[src/rtl/mem_pkg.sv]
// Shared types and constants for the memory stage: access FSM states, error codes, default timeout.
package mem_pkg;
   typedef enum logic [1:0] {
      IDLE  = 2'd0,
      WAIT  = 2'd1,
      ABORT = 2'd2
   } state_t;

   localparam logic [1:0] ERR_NONE     = 2'b00;
   localparam logic [1:0] ERR_TIMEOUT  = 2'b01;
   localparam logic [1:0] ERR_MISALIGN = 2'b10;

   localparam int MAX_WAIT_DEF = 15;
endpackage

[src/rtl/mem_wait_ctr.sv]
// Saturating wait counter; hit flags the increment that brings the count up to LIMIT.
module mem_wait_ctr #(
   parameter int LIMIT = 15,
   parameter int CNT_W = 4
) (
   input  logic clk,
   input  logic rst_n,
   input  logic inc,
   input  logic clr,
   output logic hit
);
   localparam logic [CNT_W-1:0] LAST = CNT_W'(LIMIT - 1);

   logic [CNT_W-1:0] cnt;

   assign hit = inc & (cnt == LAST);

   always_ff @(posedge clk or negedge rst_n) begin
      if (!rst_n) begin
         cnt <= '0;
      end else if (clr) begin
         cnt <= '0;
      end else if (inc && (cnt != {CNT_W{1'b1}})) begin
         cnt <= cnt + 1'b1;
      end
   end
endmodule

[src/rtl/mem_stage.sv]
// Memory stage: E/M pipeline register, req/ack data-memory access with timeout abort,
// misalignment suppression and a sticky first-error register.
module mem_stage
   import mem_pkg::*;
#(
   parameter int MAX_WAIT = MAX_WAIT_DEF,
   parameter int CNT_W    = 4
) (
   input  logic        clk,
   input  logic        reset,
   input  logic        flush,
   input  logic        RegWriteE,
   input  logic        MemtoRegE,
   input  logic        MemWriteE,
   input  logic [3:0]  RdE,
   input  logic [31:0] ALUResultE,
   input  logic [31:0] WriteDataE,
   input  logic        mem_ack,
   input  logic [31:0] mem_rdata,
   input  logic        err_clr,
   output logic        mem_req,
   output logic        mem_we,
   output logic [31:0] mem_addr,
   output logic [31:0] mem_wdata,
   output logic        StallM,
   output logic        RegWriteM,
   output logic        MemtoRegM,
   output logic [3:0]  RdM,
   output logic [31:0] ALUResultM,
   output logic [31:0] ReadDataM,
   output logic        err,
   output logic [1:0]  err_code
);
   logic        reg_write_q;
   logic        mem_to_reg_q;
   logic        mem_write_q;
   logic [3:0]  rd_q;
   logic [31:0] alu_q;
   logic [31:0] wdata_q;

   state_t      state_q;
   state_t      state_d;

   logic        memop;
   logic        misaligned;
   logic        in_abort;
   logic        wait_inc;
   logic        wait_clr;
   logic        wait_hit;
   logic        err_new;
   logic [1:0]  code_new;

   // E/M register: holds while stalled so an issued access is never cancelled by flush.
   always_ff @(posedge clk or negedge reset) begin
      if (!reset) begin
         reg_write_q  <= 1'b0;
         mem_to_reg_q <= 1'b0;
         mem_write_q  <= 1'b0;
         rd_q         <= '0;
         alu_q        <= '0;
         wdata_q      <= '0;
      end else if (!StallM) begin
         reg_write_q  <= RegWriteE & ~flush;
         mem_to_reg_q <= MemtoRegE & ~flush;
         mem_write_q  <= MemWriteE & ~flush;
         rd_q         <= RdE;
         alu_q        <= ALUResultE;
         wdata_q      <= WriteDataE;
      end
   end

   assign memop      = mem_to_reg_q | mem_write_q;
   assign misaligned = memop & (alu_q[1:0] != 2'b00);
   assign in_abort   = (state_q == ABORT);

   assign mem_req    = memop & ~misaligned & ~in_abort;
   assign mem_we     = mem_write_q;
   assign mem_addr   = alu_q;
   assign mem_wdata  = wdata_q;
   assign StallM     = mem_req & ~mem_ack;

   assign RegWriteM  = reg_write_q  & ~misaligned & ~in_abort;
   assign MemtoRegM  = mem_to_reg_q & ~misaligned & ~in_abort;
   assign RdM        = rd_q;
   assign ALUResultM = alu_q;
   assign ReadDataM  = mem_ack ? mem_rdata : 32'h0;

   assign wait_inc = StallM;
   assign wait_clr = ~wait_inc | wait_hit;

   mem_wait_ctr #(
      .LIMIT (MAX_WAIT),
      .CNT_W (CNT_W)
   ) u_wait_ctr (
      .clk   (clk),
      .rst_n (reset),
      .inc   (wait_inc),
      .clr   (wait_clr),
      .hit   (wait_hit)
   );

   always_ff @(posedge clk or negedge reset) begin
      if (!reset) begin
         state_q <= IDLE;
      end else begin
         state_q <= state_d;
      end
   end

   always_comb begin
      state_d = state_q;
      case (state_q)
         IDLE: begin
            if (wait_hit) begin
               state_d = ABORT;
            end else if (StallM) begin
               state_d = WAIT;
            end
         end
         WAIT: begin
            if (wait_hit) begin
               state_d = ABORT;
            end else if (!StallM) begin
               state_d = IDLE;
            end
         end
         ABORT:   state_d = IDLE;
         default: state_d = IDLE;
      endcase
   end

   // A misaligned op never requests, so it cannot coincide with a timeout.
   assign err_new  = misaligned | wait_hit;
   assign code_new = misaligned ? ERR_MISALIGN : ERR_TIMEOUT;

   always_ff @(posedge clk or negedge reset) begin
      if (!reset) begin
         err      <= 1'b0;
         err_code <= ERR_NONE;
      end else if (err_new && (!err || err_clr)) begin
         err      <= 1'b1;
         err_code <= code_new;
      end else if (err_clr) begin
         err      <= 1'b0;
         err_code <= ERR_NONE;
      end
   end
endmodule

[config.mk]
export PLATFORM = sky130hd
export DESIGN_NAME = mem_stage
export DESIGN_NICKNAME = d
export VERILOG_FILES = /design/src/rtl/mem_pkg.sv /design/src/rtl/mem_wait_ctr.sv /design/src/rtl/mem_stage.sv
export SDC_FILE = /design/constraint.sdc
export NUM_CORES = 1
export LEC_CHECK = 0
export BUFFER_PORTS_ARGS = -buffer_cell sky130_fd_sc_hd__buf_4
export CAP_MARGIN = 25
export CORE_MARGIN = 5
export CORE_UTILIZATION = 46
export DETAILED_ROUTE_END_ITERATION = 10
export GPL_ROUTABILITY_DRIVEN = 0
export PLACE_DENSITY = 0.94
export SETUP_SLACK_MARGIN = 0.05
export SLEW_MARGIN = 20
export SYNTH_ARGS = -nofsm -noshare
export SYNTH_HDL_FRONTEND = slang
export SYNTH_HIERARCHICAL = 1
export SYNTH_SLANG_ARGS = --single-unit
export TNS_END_PERCENT = 50
[constraint.sdc]
create_clock -name clk -period 4.4 [get_ports clk]
set_input_delay 0.88 -clock clk [delete_from_list [all_inputs] [get_ports clk]]
set_output_delay 0.88 -clock clk [all_outputs]
set_load 0.03 [all_outputs]
==> results by group, run 1 <==
Hold path
  – Hold Path Class: flip-flop to flip-flop

Synth
  – Post-synth EDFFs: 0
  – Async set or reset register ratio after synthesis: 100%
  – Post-synthesis instance area: 0.00383 mm²
  – Flops & latches, synth: 80
  – Post-synthesis cell type count: 32
  – Synthesized area per cell: 14.1 µm²
  – Seq/Total Area, Yosys: 52.2%
  – Syn_nets: 381
  – Gate Count Post-Synth: 271
  – Top_reg_cell synth: dfrtp_1
  – Synth warnings: 6

GRT
  – Largest net degree at the start of global routing: 81
  – Initial antenna violation count: 2
  – Grt ovf: 0
  – Vias in the first global route: 3117
  – GRT Overall Usage: 20.2%
  – First-pass GRT wire length: 16100 µm

Timing
  – Fin crit period: approximately 2.8 ns
  – Period utilization: between 60% and 70%
  – Final count of pins violating max slew: 0
  – Worst slew pin tran: a little over 0.7 ns
  – Final TNS setup: 0 ns
  – Unrepaired setup endpoints after global routing: no
  – Hold Vio Cnt, Final: 0
  – Final setup vio count: 0
  – Fmax: 355 MHz
  – Fin Clk Skew: 0.0107 ns
  – Max_slew headroom: around 52%

Clock network
  – Clk sinks: 80
  – Hold buffers post-CTS: 0
  – Root buf cell: clkbuf_8
  – Setup bufs post-CTS: 0
  – Clk pin slew, worst setup/hold paths: 0.08 ns
  – Clock Latency Late Sink: about 0.34 ns
  – Clock Path Buffers: 2
  – H-tree Lvls: 3
  – Post_cts resized: 0
  – CTS tree: yes
  – TritonCTS buffer count: 9

Die
  – Height of the die: 101 µm
  – Row cnt: 33
  – Initial core utilization: 46.9%
  – Core area: 0.00818 mm²
  – DIE AREA: just over 0.01 mm²
  – # IOs: 248
  – DIE WIDTH: around 100 µm

Routing
  – Final ANT Viol Nets: 0
  – Initial DRT Pass Iterations: 4
  – Drt via density: 4.79
  – Drt total wl: 10800 µm
  – Initial drt markers: 77
  – Drt wl/cell: 17.9 µm
  – Vias: ~2900
  – # DRC: 0

Finish
  – Fin util: 70.1%
  – Final net count: 598
  – Final design instance area without fill: 0.00573 mm²
  – Layout cell share with drive strength beyond 1: 66.5%
  – Multi-input logic area: 0.00148 mm²
  – Seq. cell area: 0.00200 mm²
  – Filler cells: 555
  – Area Overhead vs Synth: 49.5%

Outcome
  – Outcome: complete, no violations

Place
  – Number of port buffers: 247
  – Post-DP HPWL: 8440 µm
  – Cell Area, Placed: between 0.005 and 0.006 mm²

Setup path
  – Largest fanout on the critical path: 35
  – Crit path capture type: output port
  – Worst EP arrival: 1.94 ns
  – R2R Setup Slk: 2.16 ns
  – Crit path required time: 3.52 ns
  – Crit path launch type: input port
  – Crit path kind: input port to output port

Power
  – Pwr per Cell Area: 342 mW/mm²
  – LEAKAGE: between 2 and 3 nW
  – Max VDD drop: 0.169 mV

Job
  – Max-Cap Viols: 0
## Yosys cell counts (2+ instances only)
cell type / number / area [µm²]
nor2_2: 2 / 12.5
clkbuf_1: 3 / 11.3
ha_1: 2 / 25.0
a21oi_1: 2 / 10.0
mux2_1: 14 / 158
nor2b_1: 7 / 43.8
inv_1: 5 / 18.8
buf_4: 32 / 240
and2_1: 32 / 200
mux2_4: 55 / 826
dfrtp_1: 80 / 2000
nand2_1: 3 / 11.3
nand2b_1: 4 / 25.0
nor2_1: 6 / 22.5
buf_6: 7 / 78.8
## cells in the final DEF (no fill, tap or decap), types with 2 or more instances in the layout
cell type   netlist  routed
nand2_1           3       3
inv_1             5       5
nor2b_1           7       7
nand2b_1          4       4
nor2_2            2       2
clkbuf_8          0       9
a21oi_1           2       2
ha_1              2       2
mux2_1           14      14
bufinv_16         0       2
diode_2           0       2
nor2_1            6       6
and2_1           32      32
buf_4            32     248
mux2_4           55      55
dfrtp_1          80      80
clkinvlp_4        0       2
## final cells by class
| class | count | area share, % |
|---|---|---|
| Multi-Input combinational cell | 142 | 25.8 |
| Clock buffer | 10 | 2.23 |
| Sequential cell | 80 | 34.9 |
| Antenna cell | 2 | 0.0873 |
| Tap cell | 105 | 2.29 |
| Clock inverter | 6 | 1.62 |
| Inverter | 6 | 0.393 |
| Timing Repair Buffer | 249 | 32.7 |
## where the power goes
part           internal [mW]  total (mW)  switching (mW)
clock                  0.323       0.602           0.279
sequential             0.785       0.823          0.0372
combinational          0.244       0.533           0.290
total                   1.35        1.96           0.606
## metal layers
layer / wire (µm) / up-vias / global-route usage (%)
li1: - / 1312 / -
met1: 3870 / 1382 / 22.9
met2: 5700 / 161 / 35.9
met3: 963 / 16 / 4.96
met4: 227 / 0 / 9.00
met5: 0 / - / 0
## through the flow
| step | total power [mW] | std cells | setup slack [ns] | hold WS [ns] |
|---|---|---|---|---|
| final | 1.96 | 600 | 1.58 | 0.464 |
| after CTS | 1.97 | 598 | 1.57 | 0.462 |
| after global placement | 1.36 | 582 | 1.61 | 0.438 |
| after floorplan | 1.15 | 271 | 1.98 | 0.427 |
| after detailed placement | 1.38 | 582 | 1.56 | 0.448 |
| after global routing | 2.04 | 600 | 1.51 | 0.475 |
## path summary, 6_finish.rpt
check | depth (start not counted) | to | from
min in group asynchronous | 1 | ALUResultM[17] | reset
min reg2reg | 1 | state_q[1] | state_q[1]
max reg2reg | 6 | u_wait_ctr/cnt[0] | ALUResultM[1]
max | 3 | StallM | mem_ack
min | 1 | state_q[1] | state_q[1]
max in group asynchronous | 1 | ALUResultM[6] | reset
## state kept, by name, indices dropped and copies added (netlist names)
name,flops
state_q,2
u_wait_ctr/cnt,4
mem_we,1
mem_wdata,32
err,1
err_code,2
ALUResultM,32
reg_write_q,1
RdM,4
mem_to_reg_q,1
## critical path, stage by stage
cell and delay (ns):
buf_4 0.20, and4bb_4 0.61, buf_4 0.24
## cell families (layout without fill, tap and decap cells)
| kind of cell | Yosys count | after routing | synth area share (%) |
|---|---|---|---|
| DFF | 80 | 80 | 52.2 |
| muxes | 69 | 69 | 25.7 |
| and+or+nand+nor | 63 | 63 | 10.2 |
| buffers and inverters | 49 | 271 | 9.34 |
| AOI/OAI and AO/OA | 8 | 8 | 1.89 |
| adders and majority gates | 2 | 2 | 0.653 |
| other | 0 | 2 | 0 |
No activity file was read; power rests on OpenSTA's default activity.
==> run 2: changes to the inputs <==
--- a/config.mk
+++ b/config.mk
@@ -5,13 +5,14 @@
 export SDC_FILE = /design/constraint.sdc
 export NUM_CORES = 1
 export LEC_CHECK = 0
+export ABC_AREA = 1
 export BUFFER_PORTS_ARGS = -buffer_cell sky130_fd_sc_hd__buf_4
 export CAP_MARGIN = 25
 export CORE_MARGIN = 5
-export CORE_UTILIZATION = 46
+export CORE_UTILIZATION = 38
 export DETAILED_ROUTE_END_ITERATION = 10
 export GPL_ROUTABILITY_DRIVEN = 0
-export PLACE_DENSITY = 0.94
+export PLACE_DENSITY = 0.85
 export SETUP_SLACK_MARGIN = 0.05
 export SLEW_MARGIN = 20
 export SYNTH_ARGS = -nofsm -noshare
==> constraint.sdc (replaced) <==
create_clock -name clk -period 2.54 [get_ports clk]
set_input_delay 0.508 -clock clk [delete_from_list [all_inputs] [get_ports clk]]
set_output_delay 0.508 -clock clk [all_outputs]
set_load 0.03 [all_outputs]
==> run 2 against run 1 <==
  * Sequential share of layout area grew 0.80 points
  * Clock power up 60%
  * Routed wire length rose by 1.3%
  * Core utilization shrank 12 points
  * Count of clock-buffer cells in the layout increased by 2
  * Critical endpoint unchanged
  * Highest routed layer unchanged
  * Via count rose by 26%
  * Largest cell class unchanged
==> results by group, run 2 <==
Outcome
  – Outcome: complete, no violations

Setup path
  – R2R Setup Slk: 0.45 ns (-1.71 ns)
  – R2R Path End: u_wait_ctr/cnt[2]
  – Crit path kind: flip-flop to output port
  – Slowest stage delay, CP: 0.40 ns (-0.21 ns)
  – Crit path capture type: output port
  – Worst R2R Start: ALUResultM[0]
  – Worst path cell trace: inv_1 -> nand2_1 -> nor2_2 -> nand3_2 -> clkinv_4 -> buf_4
  – CP max-delay cell: dfrtp_1
  – Largest fanout on the critical path: 37 (+5.7%)
  – Worst EP arrival: 1.65 ns (-0.29 ns)
  – Crit path required time: 2.03 ns (-1.49 ns)
  – Reg2Reg Depth: 12 (+6)
  – Crit path launch type: flip-flop

Timing
  – Period utilization: between 80% and 90%
  – Max_slew headroom: 52.5% (+0.69 points)
  – Final TNS setup: 0 ns (unchanged)
  – Fin crit period: around 2.2 ns
  – Hold Vio Cnt, Final: 0 (unchanged)
  – Final worst slack: 0.385 ns (-1.20 ns)
  – Worst slew pin tran: 0.712 ns (-0.0104 ns)
  – Unrepaired setup endpoints after global routing: no
  – Final count of pins violating max slew: 0 (unchanged)
  – Final setup vio count: 0 (unchanged)
  – Fin Clk Skew: 0.00901 ns (-0.00170 ns)
  – Fmax: 464 MHz

Clock network
  – Post_cts resized: 0 (unchanged)
  – Clock Path Buffers: 2 (unchanged)
  – Clock Latency Late Sink: 0.35 ns (about the same)
  – Setup bufs post-CTS: 0 (unchanged)
  – CTS tree: yes
  – Hold buffers post-CTS: 0 (unchanged)
  – TritonCTS buffer count: 9 (unchanged)
  – Clk sinks: 80 (unchanged)
  – H-tree Lvls: 3 (unchanged)
  – Clk pin slew, worst setup/hold paths: 0.08 ns (about the same)
  – Root buf cell: clkbuf_8

Synth
  – Most common cell in the netlist: nand2_1
  – Async set or reset register ratio after synthesis: 100% (unchanged)
  – Post-synth top area cell: dfrtp_1
  – Syn_nets: 580 (+52%)
  – Gate Count Post-Synth: 470 (+73%)
  – Yosys top cell area share: 53.9% (+1.6 points)
  – Synthesized area per cell: 7.91 µm² (-44%)
  – Post-synthesis cell type count: 20 (-38%)
  – Flops & latches, synth: 80 (unchanged)
  – Post-synth EDFFs: 0 (unchanged)
  – Post-synthesis instance area: 0.00372 mm² (-3.0%)
  – Seq/Total Area, Yosys: 53.9% (+1.6 points)
  – Top_reg_cell synth: dfrtp_1
  – Post-synth top cells: nand2_1, dfrtp_1, inv_1
  – Top post-synthesis cells by area: dfrtp_1, nand2_1, buf_4
  – Synth warnings: 6 (unchanged)

Power
  – LEAKAGE: 3.40 nW (+17%)
  – Max VDD drop: 0.236 mV (+40%)
  – Clk network pwr share: 29.2% (-1.6 points)
  – Combinational fraction of design power: 27.3% (about the same)
  – Pwr per Cell Area: 587 mW/mm² (+72%)
  – Switch share: 32.3% (+1.4 points)
  – Pint: 2.22 mW (+64%)
  – Final total power: 3.29 mW (+68%)
  – Seq pwr share: 43.5% (+1.5 points)
  – Switch Pwr: 1.06 mW (+75%)

Routing
  – Drt wl/cell: 13.3 µm (-26%)
  – Initial DRT Pass Iterations: 4 (unchanged)
  – Initial drt markers: 131 (+70%)
  – # DRC: 0 (unchanged)
  – Vias: 3611 (+26%)
  – Drt via density: 4.41 (-7.9%)
  – Final ANT Viol Nets: 0 (unchanged)
  – Drt total wl: 10900 µm (+1.3%)

Finish
  – # diodes: 0 (-2)
  – Final net count: 791 (+32%)
  – Seq. cell area: 0.00200 mm² (unchanged)
  – Commonest non-fill, non-tap cell in the layout: nand2_1
  – Area Overhead vs Synth: 50.7%
  – Filler cells: 899 (+62%)
  – Layout cell share with drive strength beyond 1: 39.5% (-27 points)
  – Most frequent cells in the layout: nand2_1, buf_4, dfrtp_1
  – Multi-input logic area: 0.00115 mm² (-22%)

Place
  – Dpl ws: 0.460 ns (-1.10 ns)
  – Number of port buffers: 247 (unchanged)
  – Post-DP HPWL: 8520 µm (+1.0%)

GRT
  – Vias in the first global route: 3640 (+17%)
  – First-pass GRT wire length: 16900 µm (+5.1%)
  – GRT Overall Usage: 18.1% (-2.1 points)
  – Grt ovf: 0 (unchanged)
  – Initial antenna violation count: 0 (-2)
  – Largest net degree at the start of global routing: 81 (unchanged)

Hold path
  – Hold Path Class: input port to async pin

Job
  – Max-Cap Viols: 0 (unchanged)

Die
  – Height of the die: 109 µm (+7.5%)
  – DIE AREA: 0.0119 mm² (+16%)
  – Row cnt: 36 (+9.1%)
  – # IOs: 248 (unchanged)
  – Initial core utilization: 38.6% (-8.3 points)
  – DIE WIDTH: 109 µm (+7.5%)
  – Core area: 0.00964 mm² (+18%)
-- run 2: changes by cell type after synthesis, moves of 2 or more --
cell / delta
nand2b_1: -4
mux2_1: -14
nand3_1: +9
nand2_1: +258
mux2_4: -55
and2_1: -32
a21oi_1: -2
buf_2: +7
inv_1: +44
nor2b_1: -7
-- run 2: kinds of logic (layout without fill, tap and decap cells) --
logic type                 after synthesis  in the layout  share of synthesized area (%)
and+or+nand+nor                        285            285                           29.8
adders and majority gates                2              2                          0.673
xor gates and xnor gates                 1              1                          0.236
buffers and inverters                  101            317                           15.3
AOI/OAI and AO/OA                        1              1                          0.135
DFF                                     80             80                           53.9
-- run 2: how the worst max path moves through the flow --
| stage | to | from | slack, ns |
|---|---|---|---|
| 2_1_floorplan | u_wait_ctr/cnt[3] | ALUResultM[0] | 0.53 |
| 3_3_place_gp | u_wait_ctr/cnt[1] | mem_ack | 0.53 |
| 3_5_place_dp | u_wait_ctr/cnt[2] | mem_ack | 0.46 |
| 4_1_cts | StallM | ALUResultM[0] | 0.34 |
| 5_1_grt | u_wait_ctr/cnt[3] | ALUResultM[0] | 0.21 |
| 6_report | StallM | ALUResultM[0] | 0.39 |
-- run 2: metal layers --
layer	part of all wire, %	routed length, µm	track usage [%]
met3	10	1090	5.27
met1	36	3940	19.6
met2	51	5530	32.1
met5	0	0	0
met4	3.1	340	8.84
-- run 2: power groups by stage --
stage / Combinational, mW / Clock, mW / Sequential (mW)
3_5_place_dp: 0.907 / 0 / 1.45
3_3_place_gp: 0.894 / 0 / 1.45
4_1_cts: 0.909 / 0.989 / 1.43
2_1_floorplan: 0.346 / 0 / 1.62
6_report: 0.897 / 0.961 / 1.43
5_1_grt: 0.960 / 1.05 / 1.44
-- run 2: worst max-delay path: cells and delay by family, from the launching register on --
family,cells,cell delay (ns)
buf+inv,3,0.51
flops,1,0.40
simple gates,3,0.37
-- run 2: through the flow --
| stage | hold slack, ns | util, % | area [µm²] | cells |
|---|---|---|---|---|
| finish | 0.201 | 58.1 | 5600 | 819 |
| global route | 0.244 | 58.1 | 5600 | 819 |
| CTS | 0.332 | 58.1 | 5600 | 819 |
| detailed placement | 0.462 | 55.9 | 5390 | 803 |
| global placement | 0.460 | 55.9 | 5390 | 803 |
| floorplan | 0.212 | - | 3720 | 470 |
-- run 2: final cells by class --
cell class	instances	area share (%)
Sequential cell	80	35.7
Tap cell	133	2.97
Timing Repair Buffer	250	33.6
Inverter	51	3.53
Multi-Input combinational cell	289	20.5
Clock buffer	12	2.77
Clock inverter	4	0.938
